<file path="src/rtl/as_qspi_target_pkg.sv">
// Shared constants and state encoding for the QSPI target.
package as_qspi_target_pkg;

    localparam logic [7:0] qspi_cmd_write = 8'h38;
    localparam logic [7:0] qspi_cmd_read  = 8'h6B;
    localparam int         qspi_dummy     = 2;

    typedef enum logic [2:0] {
        IDLE,
        CMD,
        ADDR,
        WDATA,
        DUMMY,
        RDATA,
        IGNORE
    } e_qspi_tstate;

endpackage

</file>
<file path="src/rtl/as_edge_sync.sv">
// Multi-flop synchroniser with a rise/fall detector on the synchronised level.
module as_edge_sync #(
    parameter int STAGES = 2
) (
    input  logic clk_i,
    input  logic rst_i,
    input  logic d_i,
    output logic rise_o,
    output logic fall_o
);

    logic [STAGES-1:0] sync_q;
    logic [STAGES-1:0] sync_d;
    logic              prev_q;
    logic              prev_d;

    for (genvar gi = 0; gi < STAGES; gi++) begin : g_stage
        if (gi == 0) begin : g_first
            assign sync_d[gi] = d_i;
        end else begin : g_rest
            assign sync_d[gi] = sync_q[gi-1];
        end
    end

    always_comb prev_d = sync_q[STAGES-1];

    // Chain resets low: a CS held low across reset then never produces a
    // falling edge, so the interrupted frame is ignored until CS cycles.
    always_ff @(posedge clk_i) begin
        if (rst_i) begin
            sync_q <= '0;
            prev_q <= 1'b0;
        end else begin
            sync_q <= sync_d;
            prev_q <= prev_d;
        end
    end

    assign rise_o = sync_q[STAGES-1] & ~prev_q;
    assign fall_o = ~sync_q[STAGES-1] & prev_q;

endmodule

</file>
<file path="src/rtl/as_qspi_target.sv">
// QSPI responder: oversampled serial frames mapped to 64-bit memory reads and writes.
module as_qspi_target
    import as_qspi_target_pkg::*;
#(
    parameter int ADDR_W      = 16,
    parameter int DATA_W      = 64,
    parameter int DUMMY       = qspi_dummy,
    parameter int SYNC_STAGES = 2
) (
    input  logic              clk_i,
    input  logic              rst_i,
    input  logic              sck_i,
    input  logic              cs_n_i,
    input  logic [3:0]        io_i,
    output logic [3:0]        io_o,
    output logic              io_oe_o,
    output logic [ADDR_W-1:0] mem_addr_o,
    output logic [DATA_W-1:0] mem_wdata_o,
    output logic              mem_we_o,
    output logic              mem_re_o,
    input  logic [DATA_W-1:0] mem_rdata_i,
    input  logic              mem_rvalid_i,
    output logic              err_o
);

    localparam int                CNT_W      = 8;
    localparam logic [CNT_W-1:0]  CNT_ONE    = CNT_W'(1);
    localparam logic [CNT_W-1:0]  CMD_LAST   = CNT_W'(1);
    localparam logic [CNT_W-1:0]  ADDR_LAST  = CNT_W'(ADDR_W / 4 - 1);
    localparam logic [CNT_W-1:0]  DATA_LAST  = CNT_W'(DATA_W / 4 - 1);
    localparam logic [CNT_W-1:0]  DUMMY_LAST = CNT_W'(DUMMY - 1);
    localparam logic [ADDR_W-1:0] WORD_STEP  = ADDR_W'(8);

    logic sck_rise, sck_fall, cs_rise, cs_fall;
    logic [3:0] io_sync_q [SYNC_STAGES];
    logic [3:0] io_sync_d [SYNC_STAGES];
    logic [3:0] io_nib;

    as_edge_sync #(.STAGES(SYNC_STAGES)) u_sck_sync (
        .clk_i (clk_i), .rst_i (rst_i), .d_i (sck_i),
        .rise_o(sck_rise), .fall_o(sck_fall)
    );

    as_edge_sync #(.STAGES(SYNC_STAGES)) u_cs_sync (
        .clk_i (clk_i), .rst_i (rst_i), .d_i (cs_n_i),
        .rise_o(cs_rise), .fall_o(cs_fall)
    );

    for (genvar gi = 0; gi < SYNC_STAGES; gi++) begin : g_io_sync
        if (gi == 0) begin : g_first
            assign io_sync_d[gi] = io_i;
        end else begin : g_rest
            assign io_sync_d[gi] = io_sync_q[gi-1];
        end
    end

    always_ff @(posedge clk_i) begin
        if (rst_i) io_sync_q <= '{default: '0};
        else       io_sync_q <= io_sync_d;
    end

    assign io_nib = io_sync_q[SYNC_STAGES-1];

    e_qspi_tstate      state_q, state_d;
    logic [CNT_W-1:0]  cnt_q, cnt_d;
    logic [DATA_W-1:0] shift_q, shift_d;
    logic [ADDR_W-1:0] addr_q, addr_d;
    logic [DATA_W-1:0] wdata_q, wdata_d;
    logic              we_q, we_d, re_q, re_d;
    logic [3:0]        io_q, io_d;
    logic              oe_q, oe_d, err_q, err_d;
    logic              is_read_q, is_read_d;
    logic              rd_pend_q, rd_pend_d, rd_valid_q, rd_valid_d, rd_bad_q, rd_bad_d;
    logic              nib_bad;

    always_comb begin
        state_d    = state_q;
        cnt_d      = cnt_q;
        shift_d    = shift_q;
        addr_d     = addr_q;
        wdata_d    = wdata_q;
        we_d       = 1'b0;
        re_d       = 1'b0;
        io_d       = io_q;
        oe_d       = oe_q;
        err_d      = err_q;
        is_read_d  = is_read_q;
        rd_pend_d  = rd_pend_q;
        rd_valid_d = rd_valid_q;
        rd_bad_d   = rd_bad_q;
        nib_bad    = (cnt_q == '0) ? ~rd_valid_q : rd_bad_q;

        // Write address advances the cycle after the strobe so the strobe sees the old one.
        if (we_q) addr_d = addr_q + WORD_STEP;

        case (state_q)
            IDLE: begin
                if (cs_fall) begin
                    state_d = CMD;
                    cnt_d   = '0;
                    shift_d = '0;
                    err_d   = 1'b0;
                end
            end
            CMD, ADDR, WDATA: begin
                if (sck_rise) begin
                    shift_d = {shift_q[DATA_W-5:0], io_nib};
                    cnt_d   = cnt_q + CNT_ONE;
                    if (state_q == CMD && cnt_q == CMD_LAST) begin
                        cnt_d     = '0;
                        is_read_d = (shift_d[7:0] == qspi_cmd_read);
                        if (shift_d[7:0] == qspi_cmd_write || shift_d[7:0] == qspi_cmd_read) begin
                            state_d = ADDR;
                        end else begin
                            state_d = IGNORE;
                            err_d   = 1'b1;
                        end
                    end else if (state_q == ADDR && cnt_q == ADDR_LAST) begin
                        cnt_d  = '0;
                        addr_d = {shift_d[ADDR_W-1:3], 3'b000};
                        if (is_read_q) begin
                            state_d    = (DUMMY == 0) ? RDATA : as_qspi_target_pkg::DUMMY;
                            re_d       = 1'b1;
                            rd_pend_d  = 1'b1;
                            rd_valid_d = 1'b0;
                        end else begin
                            state_d = WDATA;
                        end
                    end else if (state_q == WDATA && cnt_q == DATA_LAST) begin
                        cnt_d   = '0;
                        wdata_d = shift_d;
                        we_d    = 1'b1;
                    end
                end
            end
            as_qspi_target_pkg::DUMMY: begin
                if (sck_rise) begin
                    cnt_d = cnt_q + CNT_ONE;
                    if (cnt_q == DUMMY_LAST) begin
                        cnt_d   = '0;
                        state_d = RDATA;
                    end
                end
            end
            RDATA: begin
                if (sck_fall) begin
                    oe_d    = 1'b1;
                    shift_d = {shift_q[DATA_W-5:0], 4'h0};
                    io_d    = nib_bad ? 4'hF : shift_q[DATA_W-1 -: 4];
                    if (cnt_q == '0) begin
                        rd_bad_d   = nib_bad;
                        rd_valid_d = 1'b0;
                        if (nib_bad) begin
                            err_d     = 1'b1;
                            rd_pend_d = 1'b0;
                        end
                    end
                    if (cnt_q == DATA_LAST) begin
                        cnt_d     = '0;
                        addr_d    = addr_q + WORD_STEP;
                        re_d      = 1'b1;
                        rd_pend_d = 1'b1;
                    end else begin
                        cnt_d = cnt_q + CNT_ONE;
                    end
                end
            end
            IGNORE:  oe_d = 1'b0;
            default: state_d = IDLE;
        endcase

        if (rd_pend_q && rd_pend_d && mem_rvalid_i) begin
            shift_d    = mem_rdata_i;
            rd_valid_d = 1'b1;
            rd_pend_d  = 1'b0;
        end

        if (cs_rise) begin
            state_d    = IDLE;
            oe_d       = 1'b0;
            rd_pend_d  = 1'b0;
            rd_valid_d = 1'b0;
        end
    end

    always_ff @(posedge clk_i) begin
        if (rst_i) begin
            state_q    <= IDLE;
            cnt_q      <= '0;
            shift_q    <= '0;
            addr_q     <= '0;
            wdata_q    <= '0;
            we_q       <= 1'b0;
            re_q       <= 1'b0;
            io_q       <= '0;
            oe_q       <= 1'b0;
            err_q      <= 1'b0;
            is_read_q  <= 1'b0;
            rd_pend_q  <= 1'b0;
            rd_valid_q <= 1'b0;
            rd_bad_q   <= 1'b0;
        end else begin
            state_q    <= state_d;
            cnt_q      <= cnt_d;
            shift_q    <= shift_d;
            addr_q     <= addr_d;
            wdata_q    <= wdata_d;
            we_q       <= we_d;
            re_q       <= re_d;
            io_q       <= io_d;
            oe_q       <= oe_d;
            err_q      <= err_d;
            is_read_q  <= is_read_d;
            rd_pend_q  <= rd_pend_d;
            rd_valid_q <= rd_valid_d;
            rd_bad_q   <= rd_bad_d;
        end
    end

    assign io_o        = io_q;
    assign io_oe_o     = oe_q;
    assign mem_addr_o  = addr_q;
    assign mem_wdata_o = wdata_q;
    assign mem_we_o    = we_q;
    assign mem_re_o    = re_q;
    assign err_o       = err_q;

endmodule

</file>
<file path="config.mk">
export PLATFORM = sky130hd
export DESIGN_NAME = as_qspi_target
export DESIGN_NICKNAME = d
export VERILOG_FILES = /design/src/rtl/as_qspi_target_pkg.sv /design/src/rtl/as_edge_sync.sv /design/src/rtl/as_qspi_target.sv
export SDC_FILE = /design/constraint.sdc
export NUM_CORES = 1
export LEC_CHECK = 0
export BUFFER_PORTS_ARGS = -buffer_cell sky130_fd_sc_hd__buf_2
export CORE_UTILIZATION = 40
export CTS_BUF_LIST = sky130_fd_sc_hd__clkbuf_4
export DETAILED_ROUTE_END_ITERATION = 10
export GPL_TIMING_DRIVEN = 0
export HOLD_SLACK_MARGIN = 0.05
export PLACE_DENSITY = 0.59
export RECOVER_POWER = 50
export SLEW_MARGIN = 5
export SYNTH_ARGS = -nofsm -noshare
export SYNTH_HDL_FRONTEND = slang
export SYNTH_SLANG_ARGS = --single-unit
</file>
<file path="constraint.sdc">
create_clock -name clk_i -period 2.2 [get_ports clk_i]
set_input_delay 0.22 -clock clk_i [delete_from_list [all_inputs] [get_ports clk_i]]
set_output_delay 0.22 -clock clk_i [all_outputs]
set_load 0.01 [all_outputs]
</file>
# Word-level counts from Yosys, hierarchy flattened
# Index checks and enable logic that the tools add are counted.
# classes
add_sub_neg	2
n_eq_ne	28
muxes	68
n_bitwise	14
n_reduce_logical	28
# ops
cell	n
$mux W64	4
$pmux W64 S3	1
$mux W16	6
$mux W8	9
$pmux W16 S2	1
$pmux W8 S4	1
$mux W1	31
$mux W3	8
$ne A3 B3 Y1 const B	8
$ne A2 B2 Y1 const B	9
$add A16 B4 Y16 const B	1
$pmux W3 S4	1
$not A1 Y1	10
$reduce_and A5 Y1	2
$eq A3 B3 Y1 const B	3
$add A8 B1 Y8 const B	1
$eq A8 B1 Y1 const B	1
$eq A8 B2 Y1 const B	1
$eq A8 B4 Y1 const B	1
$eq A8 B6 Y1 const B	1
$eq A8 B7 Y1 const B	1
$logic_not A8 Y1	1
$pmux W1 S2	4
$reduce_and A8 Y1	1
19 further kinds	33
# word_totals
regBits	181
inputBits	73
out_inout_bits	88
word_cells	160

# Longest topological paths before layout
# depth
ltp_word	11
ltp_mapped	9
mapped_depth_nobuf	7

# Cells and area by module
# Synthesis repeated with hierarchy kept, for this count alone.
# hier_totals
cells_unflattened	944
hier_area_um2	7678.6
# modules_own_cells
mod	n_inst	cells_per_inst	area_per_inst_um2	seq_area_each_um2
as_qspi_target	1	928	7495.9	3443.3
as_edge_sync	2	8	91.3	60.1

# Least setup slack after synthesis
# No wires, ideal clock.
# synth_timing
path_type	reg-to-reg
startpoint	register cnt_q[0]
endpoint	register shift_q[10]
setup_ps	128
arrival_ps	2013
required_time_ps	2072
path_slack_ps	59
path_stages_with_launch	10
n_path_buf	3
period_less_slack_ps	2141
path_cell_list	dfxtp_1 ha_1 nor2b_1 and4_1 buf_2 a21o_1 a2111oi_4 buf_6 buf_6 a211oi_2
# synth_between
elab_chain_len	11
word_cells_on_any_way	23
cone_classes	eq/ne: 6; mux: 10; reduce/logical: 7
# synth_rtl
item	line_no	rtl
start, declared	as_qspi_target.sv:65	logic [CNT_W-1:0] cnt_q, cnt_d;
start signal, assigned	as_qspi_target.sv:204	cnt_q <= cnt_d;
$logic_not A8 Y1	as_qspi_target.sv:91, as_qspi_target.sv:150	
$mux W1	as_qspi_target.sv:91	nib_bad = (cnt_q == '0) ? ~rd_valid_q : rd_bad_q;
$mux W1	as_qspi_target.sv:153	if (nib_bad) begin
$mux W1	as_qspi_target.sv:150	if (cnt_q == '0) begin
$mux W1	as_qspi_target.sv:158	if (cnt_q == DATA_LAST) begin
$mux W1	as_qspi_target.sv:146	if (sck_fall) begin
$pmux W1 S2 *	as_qspi_target.sv:96	case (state_q)
$logic_and A1 B1 Y1 * (2 in series)	as_qspi_target.sv:172	if (rd_pend_q && rd_pend_d && mem_rvalid_i) begin
$ne A3 B3 Y1 (no source line) / $reduce_bool A4 Y1 (equally long branches)	--	
$reduce_and A4 Y1 (no source line)	--	
end signal, assigned	as_qspi_target.sv:205	shift_q <= shift_d;
end, declared	as_qspi_target.sv:66	logic [DATA_W-1:0] shift_q, shift_d;
# Every way passes the cells marked *; elsewhere a longest branch is shown, timed or not.
# A chain may end at the register's enable or synchronous reset.

# Worst setup path after layout
# layout_timing
startpoint	register cnt_q[4]
endpoint	register shift_q[61]
# The elaborated chain is that of the path after synthesis.

==> results.cfg <==
[synth]
ys_seq_area_share_pct = 38.0
syn_area_um2 = 9380
ys_warn_count = 0
synth_edf_count = 0
syn_avg_cell_area_um2 = 7.83
synth_area_leaders = dfxtp_1 38%, nand2_1 8.5%, a211oi_1 8.2%, o211ai_1 5.0%, a21oi_1 5.0%
synth_top_area_share_pct = 38.0
ys_ff_latch = 178
yosys.cell_types.count = 73
synth_top_area_cell = dfxtp_1
syn_inst = 1197
yosys-top-cells-count = 213 x nand2_1, 178 x dfxtp_1, 103 x a211oi_1
yosys_most_used_dff = dfxtp_1
yosysMostFrequentCell = nand2_1
synthArstFlopShare_pct = 0

[die]
die-area_um2 = 24100
row_count = 55
die_x_um = 155
start_util_pct = 41.0
core_area_um2 = 22800
die_h_um = 155
ioPinCount = 161

[clocking]
clk_path_buf_depth = 2
cts-root-buf = clkbuf_4
cts_tree = yes
htreeDepth = 4
clock-sinks = 178
cts_buffers = 17
cts.reportedPaths.clkPinSlew_ns = 0.16
worstSkewPairLatency_ns = 0.60

[place]
place_inst = 1669
numPortBuffers = 157
hpwl_um = 21700
pre_cts_slack_ns = -0.558
routabilityCongestion = 0.871

[global_routing]
antenna_found_initial = 1
grt_pass1_wl_um = 48300
grt_use_total_pct = 25.4
grt_max_degree = 17
grt_pass1_vias = 8955
overflow = 0

[routing]
wl_per_cell_um = 17.7
firstDrtPassIters = 5
wl_um = 31000
drtAntennaViolNets = 0
wl_met3_um = 1900
highest_layer = met4
wl_met1_um = 15200
drc = 0
wl_met2_um = 13400
via_per_inst = 5.54
via_count = 9705
drtIter0Drc = 824

[sta]
finalMaxSlewViolations = 0
setup_tns_ns = 0
finalHoldViolations = 0
fmax_ghz = 0.463
final.setup.worst_slack_ns = 0.0409
skew_ns = 0.0294
min_period_over_period_pct = 98.1
min_period_ns = 2.16
final-setup-viol-count = 0
tightest_slew_ns = 0.867
maxSlewHeadroom_pct = 41.6

[power_and_ir_drop]
pwr-share-clk_pct = 32.2
seqPwrFrac_pct = 54.1
ir_drop_mv = 0.310
p_leak_nw = 4.08
p_sw_share_pct = 29.4
powerDensity_nw_per_um2 = 555
p_comb_share_pct = 13.7
power_mw = 6.42
netSwitchingPower_mw = 1.89
internal-power_mw = 4.53

[finish]
area_growth_pct = 23.4
final_util_pct = 50.7
drive_gt1_share_pct = 17.6
stdcell_count = 1751
final_nets = 1502

[worst_setup_path]
path_max_fanout = 7
worstPathArrival_ns = 2.64
setup.worst_path.end_class = flop
crit_path_start_kind = flop
crit_type = flop to flop
worstPathRequired_ns = 2.68

[flow_run]
maxCapViolations = 0

[status]
status = completed

[min_path]
hold_class = primary input to flop
[placed cells by master, fill, tap and decap left out, drive strengths merged, types with 3 or more instances in the layout]
cell type / n
conb: 3
nand4: 9
a311oi: 6
o221a: 4
nand4b: 5
a211oi: 123
o31ai: 5
a32oi: 3
o211ai: 63
dlygate4sd3: 30
clkbuf: 201
and2: 3
a21oi: 94
nor2b: 19
nand3b: 4
buf: 110
bufinv: 3
a21o: 4
nand2: 213
ha: 4
nand2b: 62
nor2: 84
inv: 20
nor3: 14
xor2: 4
dfxtp: 178
o21a: 3
and3: 4
nor4: 8
xnor2: 7
o211a: 3
a22oi: 4
a31oi: 3
mux2i: 4
or3: 4
o21ai: 71
nand3: 18
[critical path: stages (launching register included)]
cell and delay (ns):
dfxtp_4 0.39, nor4_4 0.37, buf_4 0.19, nand4b_4 0.10, o2bb2ai_2 0.15, a2111oi_4 0.32
buf_6 0.19, buf_12 0.15, clkbuf_16 0.15, a211oi_2 0.05
[metrics by stage]
| stage | cell area (um^2) | hold WS, ns |
|---|---|---|
| after floorplan | 9380 | 0.348 |
| after global placement | 10600 | 0.417 |
| after detailed placement | 10600 | 0.422 |
| after CTS | 11400 | 0.0504 |
| after global routing | 11600 | 0.0499 |
| final | 11600 | 0.0582 |
[power by group through the flow]
| stage | Sequential [mW] | Combinational, mW | Clock [mW] |
|---|---|---|---|
| CTS | 3.47 | 0.834 | 2.12 |
| global route | 3.49 | 0.963 | 2.24 |
| global placement | 3.54 | 0.757 | 0 |
| finish | 3.47 | 0.882 | 2.07 |
| floorplan | 3.48 | 0.533 | 0 |
| detailed placement | 3.53 | 0.764 | 0 |
[worst paths after layout]
kind,from,to,slack [ns],cells after the start
max,cnt_q[4],shift_q[61],0.04,9
max reg2reg,cnt_q[4],shift_q[61],0.04,9
min,mem_rdata_i[35],shift_q[35],0.06,5
min reg2reg,u_sck_sync.sync_q[0],u_sck_sync.sync_q[1],0.45,1
[final cells by class]
| type | instances | area (um^2) |
|---|---|---|
| Fill cell | 2381 | 11300 |
| Multi-Input combinational cell | 891 | 5430 |
| Clock inverter | 13 | 170 |
| Sequential cell | 178 | 3580 |
| Inverter | 14 | 52.6 |
| Clock buffer | 18 | 135 |
| Tap cell | 313 | 392 |
| Antenna cell | 1 | 2.50 |
| Timing Repair Buffer | 211 | 1230 |
| Buffer | 112 | 587 |
[sequential cells by signal, indices dropped and copies added (netlist names)]
register and count:
mem_re_o 1, rd_bad_q 1, rd_valid_q 1, io_oe_o 1, io_sync_d 4, cnt_q 8
u_cs_sync.sync_q 2, u_sck_sync.sync_q 2, is_read_q 1, rd_pend_q 1, mem_wdata_o 64, io_nib 4
state_q 3, u_cs_sync.prev_q 1, err_o 1, io_o 4, u_sck_sync.prev_q 1, mem_we_o 1
shift_q 64, mem_addr_o 13
[cells by family after synthesis]
group                    Yosys count  share of synthesized area [%]
AND/OR/NAND/NOR                  459                           23.5
AO/OA/AOI/OAI                    410                           30.6
flip-flops                       178                           38.0
buffers and inverters            130                           5.86
XOR/XNOR                          11                           1.03
adder cells (fa/ha/maj)            4                          0.534
multiplexers                       4                          0.427
other                              1                         0.0400
[routing by layer]
metal | global-route usage, % | vias up
met2 | 37.4 | 335
met5 | 0 | -
met1 | 36.9 | 4573
met4 | 7.69 | 0
met3 | 5.15 | 32
li1 | - | 4765
[repair_timing]
item | CTS | global route
hold endpoints to repair | 30 | 0
gates resized for setup | 47 | 102
cloned | 0 | 3
buffers inserted | 11 | 10
pin swaps | 7 | 4
hold buffers | 30 | 0
endpoints found under the setup margin | 151 | 140
No activity file was read; power rests on OpenSTA's default activity.
